$ cat config.mk
export PLATFORM = sky130hd
export DESIGN_NAME = uart_transmitter
export DESIGN_NICKNAME = d
export VERILOG_FILES = /design/src/rtl/uart_transmitter.sv
export SDC_FILE = /design/constraint.sdc
export NUM_CORES = 1
export LEC_CHECK = 0
export ABC_CLOCK_PERIOD_IN_PS = 4800
export CAP_MARGIN = 20
export CORE_ASPECT_RATIO = 1.25
export CORE_MARGIN = 1.5
export CORE_UTILIZATION = 25
export CTS_CLUSTER_DIAMETER = 120
export CTS_CLUSTER_SIZE = 12
export DETAILED_ROUTE_END_ITERATION = 8
export GPL_ROUTABILITY_DRIVEN = 0
export SLEW_MARGIN = 20
export SYNTH_ARGS = -nofsm -noshare
export SYNTH_HDL_FRONTEND = slang
export SYNTH_SLANG_ARGS = --single-unit
export TNS_END_PERCENT = 30
$ cat constraint.sdc
create_clock -name clock -period 4.8 [get_ports clock]
set_input_delay 0.96 -clock clock [delete_from_list [all_inputs] [get_ports clock]]
set_output_delay 0.96 -clock clock [all_outputs]
set_load 0.01 [all_outputs]
$ cat src/rtl/uart_transmitter.sv
// UART transmitter: 8 data bits, LSB first, 1 or 2 stop bits, idle-high line.
// A one-byte holding register in front of the shifter lets frames run back to back.
module uart_transmitter #(
    parameter int BAUD_RATE       = 9600,
    parameter int CLOCK_FREQUENCY = 100000000,
    parameter int STOP_BITS       = 1
) (
    input  logic       clock,
    input  logic       reset,
    input  logic [7:0] data,
    input  logic       valid,
    output logic       ready,
    output logic       uart,
    output logic       busy
);

    localparam int DIV = (CLOCK_FREQUENCY + BAUD_RATE / 2) / BAUD_RATE;
    localparam int CW  = $clog2(DIV + 1);

    localparam logic [CW-1:0] DIV_LAST  = CW'(DIV - 1);
    localparam logic [CW-1:0] DIV_ONE   = CW'(1);
    localparam logic          LAST_STOP = 1'(STOP_BITS - 1);

    localparam logic [1:0] IDLE  = 2'd0;
    localparam logic [1:0] START = 2'd1;
    localparam logic [1:0] DATA  = 2'd2;
    localparam logic [1:0] STOP  = 2'd3;

    logic [1:0]    state_q, state_d;
    logic [7:0]    hold_q, hold_d;
    logic          hold_full_q, hold_full_d;
    logic [7:0]    shift_q, shift_d;
    logic [2:0]    index_q, index_d;
    logic [CW-1:0] div_q, div_d;
    logic          stop_idx_q, stop_idx_d;
    logic          uart_q, uart_d;

    logic          accept;
    logic          load;
    logic [2:0]    next_index;

    assign uart = uart_q;

    always_comb begin
        state_d     = state_q;
        hold_d      = hold_q;
        hold_full_d = hold_full_q;
        shift_d     = shift_q;
        index_d     = index_q;
        div_d       = div_q;
        stop_idx_d  = stop_idx_q;
        uart_d      = uart_q;
        load        = 1'b0;
        next_index  = index_q + 3'd1;

        ready  = !hold_full_q;
        busy   = (state_q != IDLE) || hold_full_q;
        accept = valid && !hold_full_q;

        // uart_d is the level for the cycle after this edge, so each branch
        // drives the value belonging to the state being entered.
        case (state_q)
            IDLE: begin
                uart_d = 1'b1;
                if (hold_full_q) begin
                    load = 1'b1;
                end
            end
            START: begin
                if (div_q == '0) begin
                    state_d = DATA;
                    index_d = 3'd0;
                    div_d   = DIV_LAST;
                    uart_d  = shift_q[0];
                end else begin
                    div_d = div_q - DIV_ONE;
                end
            end
            DATA: begin
                if (div_q == '0) begin
                    div_d = DIV_LAST;
                    if (index_q == 3'd7) begin
                        state_d    = STOP;
                        stop_idx_d = 1'b0;
                        uart_d     = 1'b1;
                    end else begin
                        index_d = next_index;
                        uart_d  = shift_q[next_index];
                    end
                end else begin
                    div_d = div_q - DIV_ONE;
                end
            end
            STOP: begin
                if (div_q == '0) begin
                    if (stop_idx_q != LAST_STOP) begin
                        stop_idx_d = 1'b1;
                        div_d      = DIV_LAST;
                    end else if (hold_full_q) begin
                        load = 1'b1;
                    end else begin
                        state_d = IDLE;
                        uart_d  = 1'b1;
                    end
                end else begin
                    div_d = div_q - DIV_ONE;
                end
            end
            default: begin
                state_d = IDLE;
                uart_d  = 1'b1;
            end
        endcase

        if (load) begin
            state_d     = START;
            shift_d     = hold_q;
            hold_full_d = 1'b0;
            div_d       = DIV_LAST;
            index_d     = 3'd0;
            uart_d      = 1'b0;
        end

        // load requires hold_full, accept requires !hold_full: never both
        if (accept) begin
            hold_d      = data;
            hold_full_d = 1'b1;
        end
    end

    always_ff @(posedge clock) begin
        if (reset) begin
            state_q     <= IDLE;
            hold_q      <= '0;
            hold_full_q <= 1'b0;
            shift_q     <= '0;
            index_q     <= '0;
            div_q       <= '0;
            stop_idx_q  <= 1'b0;
            uart_q      <= 1'b1;
        end else begin
            state_q     <= state_d;
            hold_q      <= hold_d;
            hold_full_q <= hold_full_d;
            shift_q     <= shift_d;
            index_q     <= index_d;
            div_q       <= div_d;
            stop_idx_q  <= stop_idx_d;
            uart_q      <= uart_d;
        end
    end

endmodule

==> results of run 1 <==
[report_power, final]
group          internal [mW]  leakage [nW]  total (mW)  switching, mW
clock                  0.155        0.0543       0.272          0.117
combinational          0.278         0.511       0.669          0.391
sequential             0.367         0.302       0.437         0.0701
[registers in the layout, summed over array words and instances (netlist names)]
register	count
index_q	3
state_q	2
hold_full_q	1
uart	1
hold_q	8
div_q	14
shift_q	8
[per-layer routing]
metal | part of all wire | vias to the layer above
li1 | - | 857
met1 | 0.45 | 809
met2 | 0.50 | 24
met3 | 0.020 | 7
met4 | 0.030 | 0
met5 | 0 | -
[worst paths after layout]
check | slack (ps) | depth (start not counted) | end
min | 460 | 2 | hold_q[5]$_SDFFE_PP0P_
max reg2reg | 2350 | 6 | div_q[12]$_SDFFE_PP0P_
max | 2100 | 4 | busy
min reg2reg | 460 | 2 | hold_q[5]$_SDFFE_PP0P_
[logic make-up (layout without fill, tap and decap cells)]
| group | Yosys count | in the layout | synth area share |
|---|---|---|---|
| simple gates | 103 | 103 | 0.270 |
| compound gates | 42 | 42 | 0.134 |
| flops | 37 | 37 | 0.373 |
| buf+inv | 21 | 32 | 0.0460 |
| mux | 17 | 17 | 0.0946 |
| fa+ha+maj | 8 | 8 | 0.0504 |
| xor+xnor | 7 | 7 | 0.0309 |
[cells in the final DEF (no fill, tap or decap), types with 2 or more instances in the layout]
cell type        Yosys  routed
clkdlybuf4s50_1      0      13
nand2_1             27      27
buf_4                1       2
nor4_1               4       4
o21ai_0              8       8
xor2_1               4       4
nor4_2               2       2
clkbuf_8             0       5
xnor2_1              3       3
nand4_1              5       5
dfxtp_1             37      37
nand3_1             11      11
a31oi_1              5       5
o31ai_1              2       2
nor3_1               9       9
ha_1                 8       8
nor2b_1              5       5
a21oi_1             15      15
or2_2                2       2
nor2_1              26      26
inv_1                9       9
and2_1               2       2
mux2i_1             15      15
[worst max-delay path, stage by stage (launching register included)]
cell             delay (ps)
dfxtp_1                 410
inv_1                    90
ha_1                    290
nand2_1                 120
clkdlybuf4s50_1         540
[through the flow]
step / power, mW / std cells / setup slack (ps) / area (um^2)
3_3_place_gp: 1.10 / 333 / 2410 / 2190
5_1_grt: 1.48 / 341 / 1990 / 2310
2_1_floorplan: 0.959 / 235 / 2760 / 1980
4_1_cts: 1.39 / 341 / 2080 / 2310
6_report: 1.38 / 341 / 2100 / 2310
3_5_place_dp: 1.10 / 333 / 2410 / 2190
[area by class of cell]
type                       count  area share
multi-input combinational    177       0.500
sequential                    37       0.321
timing repair buffer          15      0.0629
tap                           95      0.0515
clock buffer                   5      0.0298
clock inverter                 3      0.0201
inverter                       9      0.0147
==> metrics.md, run 1 <==
| Metric | Value |
|---|---|
| Global-route track usage on met1 | `0.134` |
| Post-CTS Setup Inserts | `0` |
| Share of layout cells above drive strength 1 | `0.0935` |
| Fin. Hold Viols | `0` |
| Met2 Usage GRT | `0.178` |
| First-pass GRT wire length | `7300 um` |
| Status | `finished, final reports clean` |
| Crit path from | `state_q[0]$_SDFFE_PP0P_` |
| ANT cells | `0` |
| Drt total wl | `around 4200 um` |
| Multi-input logic area | `around 1200 um^2` |
| Reg area | `~740 um^2` |
| Post-cts sizing count | `0` |
| Worst-Skew Late Latency | `~290 ps` |
| I/O Buffers | `13` |
| Seq/Total Area, Yosys | `0.373` |
| Core Box Area | `between 7000 and 8000 um^2` |
| Row count | `36` |
| RSZ-0062 raised after global routing | `no` |
| DRT iter0 DRCs | `33` |
| Met3 Use GR | `0.0168` |
| Area grow syn2layout | `16.2%` |
| Period utilization | `0.562` |
| Most used flip-flop cell after synthesis | `dfxtp_1` |
| Initial Utilization | `0.256` |
| # setup viols final | `0` |
| Worst hold start | `hold_q[5]$_SDFFE_PP0P_` |
| Slew Limit Fails | `0` |
| Cts bufs inserted | `5` |
| TritonCTS Sinks | `37` |
| DR vias | `1,697` |
| Hold-fix buffers at CTS | `0` |
| Vias per cell | `between 4 and 5` |
| CTS tree | `built` |
| Nets | `about 260` |
| DIE HEIGHT | `around 100 um` |
| Area leader, netlist | `dfxtp_1` |
| Largest net degree at the start of global routing | `26` |
| Commonest cells in the netlist | `dfxtp_1 (37), nand2_1 (27), nor2_1 (26)` |
| Detailed Routing Iterations Pass 1 | `4` |
| Worst Skew | `roughly 8.5 ps` |
| CTS Root Cell | `clkbuf_8` |
| # IOs | `14` |
| Mapped Avg Cell Area | `roughly 8.4 um^2` |
| Total gr overflow | `0` |
| H-tree depth | `2` |
| Post-Syn Nets | `roughly 250` |
| CTS clk-pin slew, worst paths | `around 80 ps` |
| Die area | `8480 um^2` |
| Gr usage total | `0.109` |
| Detail-routed net length per standard cell | `around 12 um` |
| WHS | `461 ps` |
| Netlist cell types | `49` |
| GR peak layer | `met2` |
| Hold Crit Class | `flip-flop to flip-flop` |
| Endpoint class of the critical path | `output port` |
| Most frequent cell after synthesis | `dfxtp_1` |
| MaxCap Viol Count | `0` |
| Max_slew headroom | `0.489` |
| CP required | `3840 ps` |
| Leakage | `between 0.8 and 0.9 nW` |
| Actual slew at the worst max-slew pin | `767 ps` |
| Hpwl dp | `3090 um` |
| CP arrival | `1740 ps` |
| Worst reg2reg startpoint | `div_q[0]$_SDFFE_PP0P_` |
| Peak supply drop | `0.250 mV` |
| Filler instances | `844` |
| Finished Core Util | `0.298` |
| Crit Path Category | `flip-flop to output port` |
| FF+latch count, synth | `37` |
| Max Fclk | `371 MHz` |
| Top post-synthesis cells by area | `dfxtp_1 (37%), mux2i_1 (7.6%), nand2_1 (5.1%)` |
| Share of the synthesized area in the top cell type | `0.373` |
| Antenna viol nets, final | `0` |
| EDFF count, synth | `0` |
| Yosys warns | `0` |
| Fin crit period | `2700 ps` |
| Longest Clk Path Bufs | `2` |
| P per Cell Area | `around 600 nW/um^2` |
| # DRC | `0` |
| Async set or reset register ratio after synthesis | `0` |
| Total negative slack | `0 ps` |
| Vias in the first global route | `1,609` |
| Initial antenna violation count | `0` |
| Die width | `82.7 um` |
| CP Max Fanout | `7` |
| Cells after synthesis | `between 200 and 250` |
| Mapped cell area | `roughly 2000 um^2` |
| Critical path launch point type | `flip-flop` |
(Power assumes the default switching activity.)
==> inputs of run 2 (changes only) <==
ABC_CLOCK_PERIOD_IN_PS = 2400   (was 4800)
clock period = 2.4 ns   (was 4.8 ns; I/O delays follow)
==> metrics.md, run 2 (synthesized netlist as in run 1, its figures left out) <==
| Metric | Value |
|---|---|
| Die width | `82.7 um (unchanged)` |
| Reg area | `741 um^2 (unchanged)` |
| Actual slew at the worst max-slew pin | `559 ps (-208 ps)` |
| Leakage | `0.912 nW (+5.2%)` |
| Top Registers | `div_q (14), hold_q (8), shift_q (8)` |
| Area grow syn2layout | `19.9%` |
| Worst Skew | `11.0 ps (+2.43 ps)` |
| Die area | `8480 um^2 (unchanged)` |
| Drt total wl | `4560 um (+8.4%)` |
| Slew Limit Fails | `0 (unchanged)` |
| Hold-fix buffers at CTS | `0 (unchanged)` |
| CP required | `1920 ps (-1920 ps)` |
| Peak supply drop | `0.361 mV (+44%)` |
| Total negative slack | `0 ps (unchanged)` |
| # DRC | `0 (unchanged)` |
| Crit Path Category | `flip-flop to output port` |
| Worst R2R End | `state_q[1]$_SDFFE_PP0P_` |
| TritonCTS Sinks | `37 (unchanged)` |
| H-tree depth | `2 (unchanged)` |
| Status | `finished, final reports clean` |
| # IOs | `14 (unchanged)` |
| MaxCap Viol Count | `0 (unchanged)` |
| Bufs and invs on worst path | `2 (unchanged)` |
| Gr usage total | `0.124 (+0.0146)` |
| Commonest non-fill, non-tap cell in the layout | `dfxtp_1` |
| # setup viols final | `0 (unchanged)` |
| Multi-input logic area | `1160 um^2 (+0.54%)` |
| Hold Crit Class | `flip-flop to flip-flop` |
| R2R depth | `7 (+1)` |
| Fin crit period | `2230 ps` |
| WHS Path Cells | `2 (unchanged)` |
| Post-CTS Setup Inserts | `0 (unchanged)` |
| CTS tree | `built` |
| RSZ-0062 raised after global routing | `no` |
| Row count | `36 (unchanged)` |
| Antenna viol nets, final | `0 (unchanged)` |
| Filler instances | `839 (-0.59%)` |
| Top reg by flops | `div_q` |
| Highest-delay cell along the critical path | `clkdlybuf4s50_1` |
| Worst reg2reg startpoint | `div_q[0]$_SDFFE_PP0P_` |
| CTS Root Cell | `clkbuf_8` |
| Crit path largest cell delay | `540 ps (about the same)` |
| DIE HEIGHT | `103 um (unchanged)` |
| CTS clk-pin slew, worst paths | `80 ps (about the same)` |
| Max Fclk | `roughly 450 MHz` |
| Initial antenna violation count | `0 (unchanged)` |
| Detailed Routing Iterations Pass 1 | `4 (unchanged)` |
| Vias in the first global route | `1,687 (+4.8%)` |
| Most frequent cells in the layout | `dfxtp_1 (37), nand2_1 (27), nor2_1 (26), mux2i_1 (15), a21oi_1 (15)` |
| Longest Clk Path Bufs | `2 (unchanged)` |
| Top delay family on crit path | `buffers and inverters` |
| Reg2Reg Setup Slack | `210 ps (-2140 ps)` |
| Critical path launch point type | `flip-flop` |
| P per Cell Area | `1250 nW/um^2 (+110%)` |
| Core Box Area | `7750 um^2 (unchanged)` |
| Total gr overflow | `0 (unchanged)` |
| ANT cells | `0 (unchanged)` |
| Initial Utilization | `0.256 (unchanged)` |
| Nets | `270 (+2.3%)` |
| Post-cts sizing count | `0 (unchanged)` |
| DRT iter0 DRCs | `157 (+380%)` |
| I/O Buffers | `13 (unchanged)` |
| Worst-Skew Late Latency | `290 ps (about the same)` |
| CP arrival | `1750 ps (about the same)` |
| Share of layout cells above drive strength 1 | `0.119 (+0.0256)` |
| Hpwl dp | `3350 um (+8.4%)` |
| Endpoint class of the critical path | `output port` |
| First-pass GRT wire length | `8070 um (+10%)` |
| CP Depth | `4 (unchanged)` |
| Largest net degree at the start of global routing | `15 (-42%)` |
| Fin. Hold Viols | `0 (unchanged)` |
| Detail-routed net length per standard cell | `13.1 um (+6.6%)` |
| Vias per cell | `5.04 (+1.2%)` |
| Cts bufs inserted | `5 (unchanged)` |
| Max_slew headroom | `0.627 (+0.138)` |
| Cell-by-cell trace of the critical path | `inv_1, ha_1, nand2_1, clkdlybuf4s50_1` |
| DR vias | `1,748 (+3.0%)` |
| Max reg flops | `14 (unchanged)` |
| Worst Hold Endpoint | `hold_q[2]$_SDFFE_PP0P_` |
| CP Max Fanout | `7 (unchanged)` |
| Period utilization | `0.928` |
| Worst hold start | `hold_q[2]$_SDFFE_PP0P_` |
| Pwr Total | `2.97 mW (+120%)` |
## run 2: metal layers
metal / vias up / routed length, um / track usage
li1: 869 / - / -
met1: 818 / 2050 / 0.166
met2: 54 / 2180 / 0.191
met3: 7 / 221 / 0.0195
met4: 0 / 98 / 0.0628
met5: - / 0 / 0
## run 2: how the worst max path moves through the flow
stage / start / end / slack (ps)
after detailed placement: div_q[0]$_SDFFE_PP0P_ / index_q[1]$_SDFFE_PP0P_ / 160
after floorplan: div_q[0]$_SDFFE_PP0P_ / state_q[1]$_SDFFE_PP0P_ / 360
after global placement: div_q[0]$_SDFFE_PP0P_ / state_q[1]$_SDFFE_PP0P_ / 250
after global routing: state_q[0]$_SDFFE_PP0P_ / busy / 60
final: state_q[0]$_SDFFE_PP0P_ / busy / 170
after CTS: div_q[0]$_SDFFE_PP0P_ / index_q[1]$_SDFFE_PP0P_ / 160
## run 2: per-stage QoR
stage	cells	util	setup slack (ps)	area, um^2	hold WS, ps
4_1_cts	347	0.306	161	2370	458
6_report	347	0.307	173	2380	453
5_1_grt	347	0.307	63.3	2380	475
3_5_place_dp	339	0.289	159	2240	447
2_1_floorplan	235	-	356	1980	436
3_3_place_gp	339	0.289	252	2240	446
## run 2: worst min-delay path, delay by kind of cell (launching register included)
kind,cells,cell delay [ps]
AOI/OAI and AO/OA,1,50
DFF,1,310
and+or+nand+nor,1,50
## run 2: final cells by class
class	instances	area share
Timing Repair Buffer	21	0.0799
Clock inverter	3	0.0289
Inverter	9	0.0142
Clock buffer	5	0.0289
Multi-Input combinational cell	177	0.487
Sequential cell	37	0.311
Tap cell	95	0.0499
## run 2: power breakdown
group	leakage [nW]	internal [mW]	switching (mW)
Clock	0.0687	0.418	0.236
Combinational	0.541	0.609	0.828
Sequential	0.302	0.733	0.147
